File: config.mk
export PLATFORM = sky130hd
export DESIGN_NAME = c_samq_credit_tracker
export DESIGN_NICKNAME = d
export VERILOG_FILES = /design/src/rtl/c_samq_credit_tracker.sv
export SDC_FILE = /design/constraint.sdc
export NUM_CORES = 1
export LEC_CHECK = 0
export CAP_MARGIN = 20
export CORE_MARGIN = 2
export CORE_UTILIZATION = 44
export DETAILED_ROUTE_END_ITERATION = 10
export PLACE_DENSITY = 0.82
export SLEW_MARGIN = 40
export SYNTH_ARGS = -nofsm -noshare
export SYNTH_HDL_FRONTEND = slang
export SYNTH_SLANG_ARGS = --single-unit
File: constraint.sdc
create_clock -name clk -period 2.75 [get_ports clk]
set_clock_uncertainty 0.1 [all_clocks]
set_input_delay 0.55 -clock clk [delete_from_list [all_inputs] [get_ports clk]]
set_output_delay 0.55 -clock clk [all_outputs]
set_load 0.05 [all_outputs]
File: src/rtl/c_samq_credit_tracker.sv
// Sender-side credit tracker for a statically partitioned multi-queue buffer:
// one saturating credit counter per queue plus availability/error flags.
module c_samq_credit_tracker #(
  parameter int num_queues          = 4,
  parameter int num_slots_per_queue = 8,
  parameter bit fast_avail          = 1'b0,
  parameter bit enable_bypass       = 1'b0,
  localparam int cnt_width          = $clog2(num_slots_per_queue + 1)
) (
  input  logic                            clk,
  input  logic                            reset,
  input  logic                            debit_active,
  input  logic                            debit_valid,
  input  logic [num_queues-1:0]           debit_sel_qu,
  input  logic                            credit_active,
  input  logic                            credit_valid,
  input  logic [num_queues-1:0]           credit_sel_qu,
  output logic [num_queues*cnt_width-1:0] cred_count_qu,
  output logic [num_queues-1:0]           avail_qu,
  output logic [num_queues-1:0]           almost_exhausted_qu,
  output logic [num_queues-1:0]           all_returned_qu,
  output logic [num_queues*2-1:0]         errors_qu
);

  localparam logic [cnt_width-1:0] cnt_max = cnt_width'(num_slots_per_queue);
  localparam logic [cnt_width-1:0] cnt_one = cnt_width'(1);

  logic upd_en;
  assign upd_en = debit_active | credit_active;

  // Debit and credit together cancel; single events saturate at 0 and N.
  function automatic logic [cnt_width-1:0] sat_update(input logic [cnt_width-1:0] c,
                                                      input logic deb,
                                                      input logic cred);
    logic [cnt_width-1:0] r;
    r = c;
    if (deb && !cred && (c != '0))
      r = c - cnt_one;
    else if (cred && !deb && (c != cnt_max))
      r = c + cnt_one;
    return r;
  endfunction

  for (genvar q = 0; q < num_queues; q++) begin : g_queue
    logic                 deb;
    logic                 cred;
    logic [cnt_width-1:0] cnt_nxt;
    logic [cnt_width-1:0] cnt_p1;

    assign deb     = debit_valid & debit_sel_qu[q];
    assign cred    = credit_valid & credit_sel_qu[q];
    assign cnt_nxt = sat_update(cnt_p1, deb, cred);

    // Stage p1: registered credit count
    always_ff @(posedge clk) begin
      if (reset)
        cnt_p1 <= cnt_max;
      else if (upd_en)
        cnt_p1 <= cnt_nxt;
    end

    // Queue 0 occupies the most significant field.
    assign cred_count_qu[(num_queues-q)*cnt_width-1 -: cnt_width] = cnt_p1;

    assign errors_qu[2*q]   = !reset & deb & (cnt_p1 == '0) & !(enable_bypass & cred);
    assign errors_qu[2*q+1] = !reset & cred & !deb & (cnt_p1 == cnt_max);

    assign all_returned_qu[q] = (cnt_p1 == cnt_max);

    if (fast_avail) begin : g_fast
      logic avail_p1;
      logic almost_p1;

      // Stage p1: flags precomputed from the counter's next state
      always_ff @(posedge clk) begin
        if (reset) begin
          avail_p1  <= 1'b1;
          almost_p1 <= (num_slots_per_queue == 1);
        end else if (upd_en) begin
          avail_p1  <= (cnt_nxt != '0);
          almost_p1 <= (cnt_nxt == cnt_one);
        end
      end

      assign avail_qu[q]            = avail_p1;
      assign almost_exhausted_qu[q] = almost_p1;
    end else begin : g_decode
      assign avail_qu[q]            = (cnt_p1 != '0);
      assign almost_exhausted_qu[q] = (cnt_p1 == cnt_one);
    end
  end

endmodule

# Word level (Yosys, flattened, before mapping)
# Index checks and enable logic that the tools add are counted.
# W data, S select, Z words.
[op_classes]
n_addsub = 8
mul = 0
div = 0
magnitude_cmp = 0
n_eq_ne = 12
shifts = 0
muxes = 8
bitwise = 29
n_reduce_logical = 41
[op_table]
columns = ["operator", "count"]
rows = [
  ["$mux W4", 8],
  ["$and A1 B1 Y1", 28],
  ["$add A4 B1 Y4 const B", 4],
  ["$eq A4 B1 Y1 const B", 4],
  ["$eq A4 B4 Y1 const B", 4],
  ["$logic_and A1 B1 Y1", 16],
  ["$logic_not A4 Y1", 4],
  ["$ne A4 B4 Y1 const B", 4],
  ["$reduce_bool A4 Y1", 4],
  ["$sub A4 B1 Y4 const B", 4],
  ["$logic_not A1 Y1", 9],
  ["$reduce_and A2 Y1", 4],
  ["$reduce_bool A2 Y1", 4],
  ["$or A1 B1 Y1", 1],
]
[word_totals]
register_bits = 16
latch_bits = 0
ram_bits = 0
mem_bits_ro = 0
inputBits = 14
output_inout_bits = 36
wordCells = 102
mem_count = 0

# Longest topological paths before layout
# Gate-level depths: netlist (run 1).
[depth]
ltp_word = 6
mapped_depth = 7
depth_no_buf = 7

# Least setup slack after synthesis (run 1)
# OpenSTA, ideal clock, no wires.
[synth_timing]
path_type = "input port to output port"
start = "in reset"
end = "out errors_qu[1]"
arrival_ps = 2634
required_ps = 2100
slack_ps = -534
cell_stages = 3
cell_sequence = "clkbuf_1 buf_1 nor4b_1"
[synth_via]
elab_chain_len = 4
[synth_lines]
columns = ["item", "line", "rtl"]
rows = [
  ["start: declaration", "11", "input logic reset,"],
  ["$logic_not A1 Y1", "66", "assign errors_qu[2*q+1] = !reset & cred & !deb & (cnt_p1 == cnt_max);"],
  ["$and A1 B1 Y1 (3 in a row)", "66", ""],
  ["end: declaration", "22", "output logic [num_queues*2-1:0] errors_qu"],
]
# No other way between the ends.

# Worst setup path in the final report (run 1)
[layout_timing]
start = "reg g_queue[1].cnt_p1[1]"
end = "out all_returned_qu[1]"
[layout_via]
elab_chain_len = 1
[layout_lines]
columns = ["item", "line", "rtl"]
rows = [
  ["start: declaration", "48", "logic [cnt_width-1:0] cnt_p1;"],
  ["start signal: assignment", "57", "cnt_p1 <= cnt_max;"],
  ["start signal: assignment", "59", "cnt_p1 <= cnt_nxt;"],
  ["$eq A4 B4 Y1", "68", "assign all_returned_qu[q] = (cnt_p1 == cnt_max);"],
  ["end: declaration", "21", "output logic [num_queues-1:0] all_returned_qu,"],
]
# No other way between the ends.

==> impl_metrics.env, run 1 <==
export IMPL_cp_max_fo=6
export IMPL_async_reset_ff_frac=0
export IMPL_fin_nets=234
export IMPL_finalCritPeriodShare=0.966
export IMPL_max_stage_delay_ns=0.80
export IMPL_syn_area_sq_um=1320
export IMPL_hold_violations=0
export IMPL_period_minus_slack_ns=2.66
export IMPL_reg_top3="g_queue.cnt_p1 (16)"
export IMPL_synthAdderAreaFrac=0.114
export IMPL_worstPathArrival_ns=2.01
export IMPL_largest_reg_flops=16
export IMPL_worst_slack_ns=0.0932
export IMPL_cp_cell_sequence="inv_1 -> ha_1 -> nand3b_1 -> inv_1 -> clkdlybuf4s50_1"
export IMPL_synth_compound_area_frac=0.0995
export IMPL_slowest_stage="clkdlybuf4s50_1"
export IMPL_p_leak_uw=0.000849
export IMPL_cts_clk_slew_worst_paths_ns=0.11
export IMPL_numCtsBuffers=3
export IMPL_synth_seq_area_share=0.243
export IMPL_synth_common_cells="nor2_1 (17), dfxtp_1 (16), inv_1 (15)"
export IMPL_num_rows=19
export IMPL_grt_start_max_net_pins=32
export IMPL_drive_above_1_share=0.169
export IMPL_fp_dieH_microns=58.8
export IMPL_dieArea_sq_um=3450
export IMPL_ys_top_cells_by_area="dfxtp_1 (24%), ha_1 (11%), nand4_4 (4.8%), nor2_1 (4.8%), inv_1 (4.3%)"
export IMPL_clk_path_buf_depth=2
export IMPL_cts_root_buf="clkbuf_4"
export IMPL_cts_sinks=16
export IMPL_yosysTopAreaCell="dfxtp_1"
export IMPL_synth_ff_type="dfxtp_1"
export IMPL_core_sq_um=2810
export IMPL_critPathLaunchType="flop"
export IMPL_ys_warn_count=0
export IMPL_cp_common_cell="inv_1"
export IMPL_status="finished with violations"
export IMPL_post_route_cell_area_sq_um=2020
export IMPL_cts_tree="built"
export IMPL_start_util=0.471
export IMPL_grt_pass1_vias=1266
export IMPL_ys_ff_latch=16
export IMPL_hold_slack_ns=0.477
export IMPL_clock_latency_ns=0.29
export IMPL_drcViolationCount=4
export IMPL_report_final_slew_viol_count=0
export IMPL_ys_types=33
export IMPL_grt_pass1_wl_microns=5640
export IMPL_syn_to_final_growth_pct=52.7
export IMPL_p_per_area_nw_per_um2=407
export IMPL_antenna_found_initial=0
export IMPL_synth_top_family_by_area="simple AND/OR/NAND/NOR gates"
export IMPL_boundaryPins=50
export IMPL_hp_class="reg2reg"
export IMPL_dieWidth_microns=58.8
export IMPL_synth_simple_area_share=0.365
export IMPL_end_kind="output pin"
export IMPL_dp_hpwl_microns=2570
export IMPL_drt_iter0_drc=45
export IMPL_yosysMostFrequentCell="nor2_1"
export IMPL_synth_xor_xnor_area_share=0.0597
export IMPL_pre_cts_slack_ns=0.108
export IMPL_htreeDepth=1
export IMPL_wl_per_cell_microns=14.7
export IMPL_fin_util=0.719
export IMPL_setup_viol=0
export IMPL_synth_top_area_share=0.243
export IMPL_diodes=0
export IMPL_drtAntennaViolNets=0
export IMPL_regArea_sq_um=320
export IMPL_netlist_instances=153
export IMPL_synth_edf_count=0
export IMPL_slew_headroom=0.613
export IMPL_vdd_ir_drop_max_uv=229
export IMPL_grt_setup_unrepaired="false"
export IMPL_fill_cells=226
export IMPL_cp_data_required_time_ns=2.10
export IMPL_cap_violations=0
export IMPL_multi_input_area_sq_um=921
export IMPL_gr_total_overflow=0
export IMPL_wirelength_microns=3490
export IMPL_regMostFlops="g_queue.cnt_p1"
export IMPL_synth_fp_nets=179
export IMPL_viasPerCell=5.53
export IMPL_avgSynthCellArea_sq_um=8.63
export IMPL_drt_pass1_iterations=7
export IMPL_grt_usage=0.208
export IMPL_muxShareOfSynthArea=0.0559
export IMPL_placed_area_sq_um=1970
export IMPL_vias=1316
export IMPL_fmax_ghz=0.376
export IMPL_io_buffers=49
export IMPL_worstMarginPinSlew_ns=0.579
export IMPL_violations="design-rule violations"
export IMPL_cts_setup_buffers=0
export IMPL_crit_type="reg2out"
export IMPL_gp_congestion=0.846
[cells in the final DEF (no fill, tap or decap), drive strengths merged]
master | netlist | final
a2111oi | 1 | 1
a211oi | 4 | 4
a21oi | 4 | 4
a41oi | 1 | 1
and4 | 4 | 4
buf | 4 | 18
clkbuf | 1 | 4
clkdlybuf4s50 | 0 | 32
dfxtp | 16 | 16
dlymetal6s2s | 0 | 5
ha | 12 | 12
inv | 15 | 15
mux2 | 3 | 3
mux2i | 4 | 4
nand2 | 8 | 8
nand3 | 3 | 3
nand3b | 4 | 4
nand4 | 8 | 8
nor2 | 17 | 17
nor2b | 7 | 7
nor3 | 4 | 4
nor3b | 5 | 5
nor4 | 4 | 4
nor4b | 4 | 4
o21ai | 4 | 4
o221ai | 3 | 3
or3b | 4 | 4
xnor2 | 5 | 5
xor2 | 4 | 4
[cells by family (layout without fill, tap and decap cells)]
family,Yosys count,in the layout
AOI/OAI and AO/OA,17,17
adders and majority gates,12,12
xor gates and xnor gates,9,9
and+or+nand+nor,72,72
DFF,16,16
muxes,7,7
buffers and inverters,20,74
[worst max-delay path: cells and delay by family, from the launching register on]
kind	cells	cell delay [ns]
fa+ha+maj	1	0.21
buf+inv	3	1.01
flops	1	0.38
simple gates	1	0.13
[cell type report]
cell class              instances  area share
clock buffers                   4      0.0180
inverters                      15      0.0279
multi-input cells             117       0.457
flip-flops and latches         16       0.159
well taps                      31      0.0192
repair buffers                 55       0.319
[stage by stage]
stage                     TNS (ns)  cells  power (uW)
after floorplan              -3.10    153         523
after global placement           0    234         646
after detailed placement         0    234         657
after CTS                        0    238         822
after global routing             0    238         863
final                            0    238         820
[routing by layer]
layer / vias to the layer above / wire length (microns) / GRT usage
met1: 611 / 1550 / 0.260
met4: 0 / 41 / 0.0649
met5: - / 0 / 0
met3: 4 / 202 / 0.0330
li1: 658 / - / -
met2: 43 / 1690 / 0.363
[power by group]
group | switching (uW) | internal, uW | leakage [uW]
clock | 84.5 | 80.6 | 0.0000210
sequential | 28.4 | 248 | 0.000131
combinational | 231 | 148 | 0.000698
total | 344 | 476 | 0.000849
[worst paths after layout]
check	from	endpoint	slack, ns	cells past startpoint
worst min-delay path	g_queue[3].cnt_p1[1]$_SDFFE_PP0P_	g_queue[3].cnt_p1[1]$_SDFFE_PP0P_	0.48	2
worst max register to register	g_queue[1].cnt_p1[0]$_SDFFE_PP0P_	g_queue[1].cnt_p1[2]$_SDFFE_PP0P_	0.57	7
worst min register to register	g_queue[3].cnt_p1[1]$_SDFFE_PP0P_	g_queue[3].cnt_p1[1]$_SDFFE_PP0P_	0.48	2
worst max-delay path	g_queue[1].cnt_p1[1]$_SDFFE_PP0P_	all_returned_qu[1]	0.09	5
[repair_timing]
item	CTS	global route
hold buffers	0	0
endpoints found under the setup margin	0	6
endpoints found under the hold margin	0	0
gates resized for setup	0	5
Power figures use the tool's default switching activity.
==> run 2: changes to the inputs <==
--- a/config.mk
+++ b/config.mk
@@ -5,11 +5,11 @@
 export SDC_FILE = /design/constraint.sdc
 export NUM_CORES = 1
 export LEC_CHECK = 0
-export CAP_MARGIN = 20
+export CAP_MARGIN = 10
 export CORE_MARGIN = 2
 export CORE_UTILIZATION = 44
 export DETAILED_ROUTE_END_ITERATION = 10
-export PLACE_DENSITY = 0.82
+export PLACE_DENSITY = 0.76
 export SLEW_MARGIN = 40
 export SYNTH_ARGS = -nofsm -noshare
 export SYNTH_HDL_FRONTEND = slang
==> run 2 against run 1 <==
- the run still ends with design-rule violations left
- sequential share of layout area decreased by 0.13 points
- maximum frequency increased by 0.29%
- sequential power about the same
- critical endpoint is now all_returned_qu[3]
==> impl_metrics.env, run 2 (same netlist as run 1, synthesis figures left out) <==
export IMPL_status="finished with violations"
export IMPL_violations="design-rule violations"
export IMPL_cp_max_fo=6
export IMPL_vias=1338
export IMPL_crit_buf_inv=3
export IMPL_clk_path_buf_depth=2
export IMPL_cts_sinks=16
export IMPL_hold_slack_ns=0.479
export IMPL_r2r_end="g_queue[1].cnt_p1[2]$_SDFFE_PP0P_"
export IMPL_worst_r2r_path_depth=7
export IMPL_hp_class="reg2reg"
export IMPL_max_stage_delay_ns=0.80
export IMPL_worstHoldStart="g_queue[0].cnt_p1[1]$_SDFFE_PP0P_"
export IMPL_drcViolationCount=2
export IMPL_drt_pass1_iterations=7
export IMPL_layout_common_cells="clkdlybuf4s50_1 (35), nor2_1 (17), dfxtp_1 (16), inv_1 (15), buf_4 (13)"
export IMPL_drive_above_1_share=0.190
export IMPL_cp_num_cells=5
export IMPL_cts_hold_fix_buffers=0
export IMPL_drt_iter0_drc=37
export IMPL_hold_depth=2
export IMPL_cts_root_buf="clkbuf_4"
export IMPL_drtAntennaViolNets=0
export IMPL_fmax_ghz=0.377
export IMPL_largest_reg_flops=16
export IMPL_regMostFlops="g_queue.cnt_p1"
export IMPL_slowest_stage="clkdlybuf4s50_1"
export IMPL_dieWidth_microns=58.8
export IMPL_critPathTopFamily="buffers and inverters"
export IMPL_boundaryPins=50
export IMPL_gp_congestion=0.809
export IMPL_worstPathArrival_ns=2.00
export IMPL_numCtsBuffers=3
export IMPL_regToRegSetupSlack_ns=0.55
export IMPL_grt_usage=0.203
export IMPL_finalCritPeriodShare=0.963
export IMPL_p_leak_uw=0.000832
export IMPL_setup_viol=0
export IMPL_vdd_ir_drop_max_uv=274
export IMPL_fin_nets=238
export IMPL_wl_per_cell_microns=13.9
export IMPL_num_rows=19
export IMPL_core_sq_um=2810
export IMPL_syn_to_final_growth_pct=53.9
export IMPL_end_kind="output pin"
export IMPL_io_buffers=49
export IMPL_htreeDepth=1
export IMPL_final_common_cell="clkdlybuf4s50_1"
export IMPL_grt_start_max_net_pins=32
export IMPL_slew_headroom=0.616
export IMPL_grt_pass1_vias=1285
export IMPL_dp_hpwl_microns=2560
export IMPL_power_uw=816
export IMPL_wirelength_microns=3360
export IMPL_cap_violations=0
export IMPL_start_util=0.471
export IMPL_cp_cell_sequence="inv_1 -> ha_1 -> nand3b_1 -> inv_1 -> clkdlybuf4s50_1"
export IMPL_fp_dieH_microns=58.8
export IMPL_cp_common_cell="inv_1"
export IMPL_grt_pass1_wl_microns=5640
export IMPL_min_to="g_queue[0].cnt_p1[1]$_SDFFE_PP0P_"
export IMPL_reg2reg_from="g_queue[1].cnt_p1[0]$_SDFFE_PP0P_"
export IMPL_worstMarginPinSlew_ns=0.574
export IMPL_hold_violations=0
export IMPL_cts_tree="built"
export IMPL_cp_data_required_time_ns=2.10
export IMPL_report_final_slew_viol_count=0
export IMPL_critPathLaunchType="flop"
export IMPL_cts_clk_slew_worst_paths_ns=0.10
export IMPL_p_per_area_nw_per_um2=401
export IMPL_antenna_found_initial=0
export IMPL_reg_top3="g_queue.cnt_p1 (16)"
export IMPL_gr_total_overflow=0
export IMPL_viasPerCell=5.53
export IMPL_crit_type="reg2out"
export IMPL_diodes=0
export IMPL_period_minus_slack_ns=2.65
export IMPL_clock_latency_ns=0.29
export IMPL_dieArea_sq_um=3450
-- run 2: cell count changes in the layout (fill, tap and decap cells not counted), sizes merged --
cell / before / now
buf: 18 / 22
dlymetal6s2s: 5 / 2
clkdlybuf4s50: 32 / 35
-- run 2: metrics by stage --
| stage | instance area [sq um] | instances | setup TNS, ns | worst slack (ns) | utilization |
|---|---|---|---|---|---|
| 3_3_place_gp | 1980 | 238 | 0 | 0.160 | 0.707 |
| 3_5_place_dp | 1980 | 238 | 0 | 0.139 | 0.707 |
| 5_1_grt | 2030 | 242 | -0.0120 | -0.0120 | 0.724 |
| 6_report | 2030 | 242 | 0 | 0.101 | 0.724 |
| 2_1_floorplan | 1330 | 153 | -3.10 | -0.534 | - |
| 4_1_cts | 2020 | 242 | 0 | 0.0886 | 0.720 |
-- run 2: layout make-up --
cell class,count,area (sq um)
Clock buffer,4,36.3
Fill cell,242,773
Inverter,15,56.3
Multi-Input combinational cell,117,927
Sequential cell,16,320
Tap cell,31,38.8
Timing Repair Buffer,59,653
-- run 2: worst reg2reg max path, stage by stage (launching register included) --
cell      delay, ns
dfxtp_1        0.49
inv_1          0.09
ha_1           0.24
or3b_4         0.27
nand4_4        0.13
a21oi_2        0.26
o221ai_1       0.18
mux2_1         0.33
-- run 2: layer usage --
layer | track usage | up-vias | routed length, microns
met5 | 0 | - | 0
met4 | 0.0357 | 0 | 15
met3 | 0.0330 | 2 | 162
met2 | 0.390 | 34 | 1740
met1 | 0.235 | 638 | 1450
li1 | - | 664 | -
-- run 2: report_power, final --
part	leakage (uW)	switching (uW)	total [uW]	internal [uW]
combinational	0.000681	227	377	150
sequential	0.000131	29.0	277	248
clock	0.0000210	81.4	162	80.6
total	0.000832	338	816	478
-- run 2: how the worst max path moves through the flow --
stage	start	endpoint	slack, ns
after floorplan	reset	errors_qu[1]	-0.53
after global placement	credit_valid	errors_qu[7]	0.16
after detailed placement	credit_valid	errors_qu[7]	0.14
after CTS	g_queue[1].cnt_p1[0]$_SDFFE_PP0P_	all_returned_qu[1]	0.09
after global routing	g_queue[3].cnt_p1[1]$_SDFFE_PP0P_	all_returned_qu[3]	-0.01
final	g_queue[3].cnt_p1[1]$_SDFFE_PP0P_	all_returned_qu[3]	0.10
-- run 2: repair_timing --
action | 4_1_cts | 5_1_grt
resized for setup | 0 | 3
setup endpoints to repair | 0 | 3
setup buffers | 0 | 0
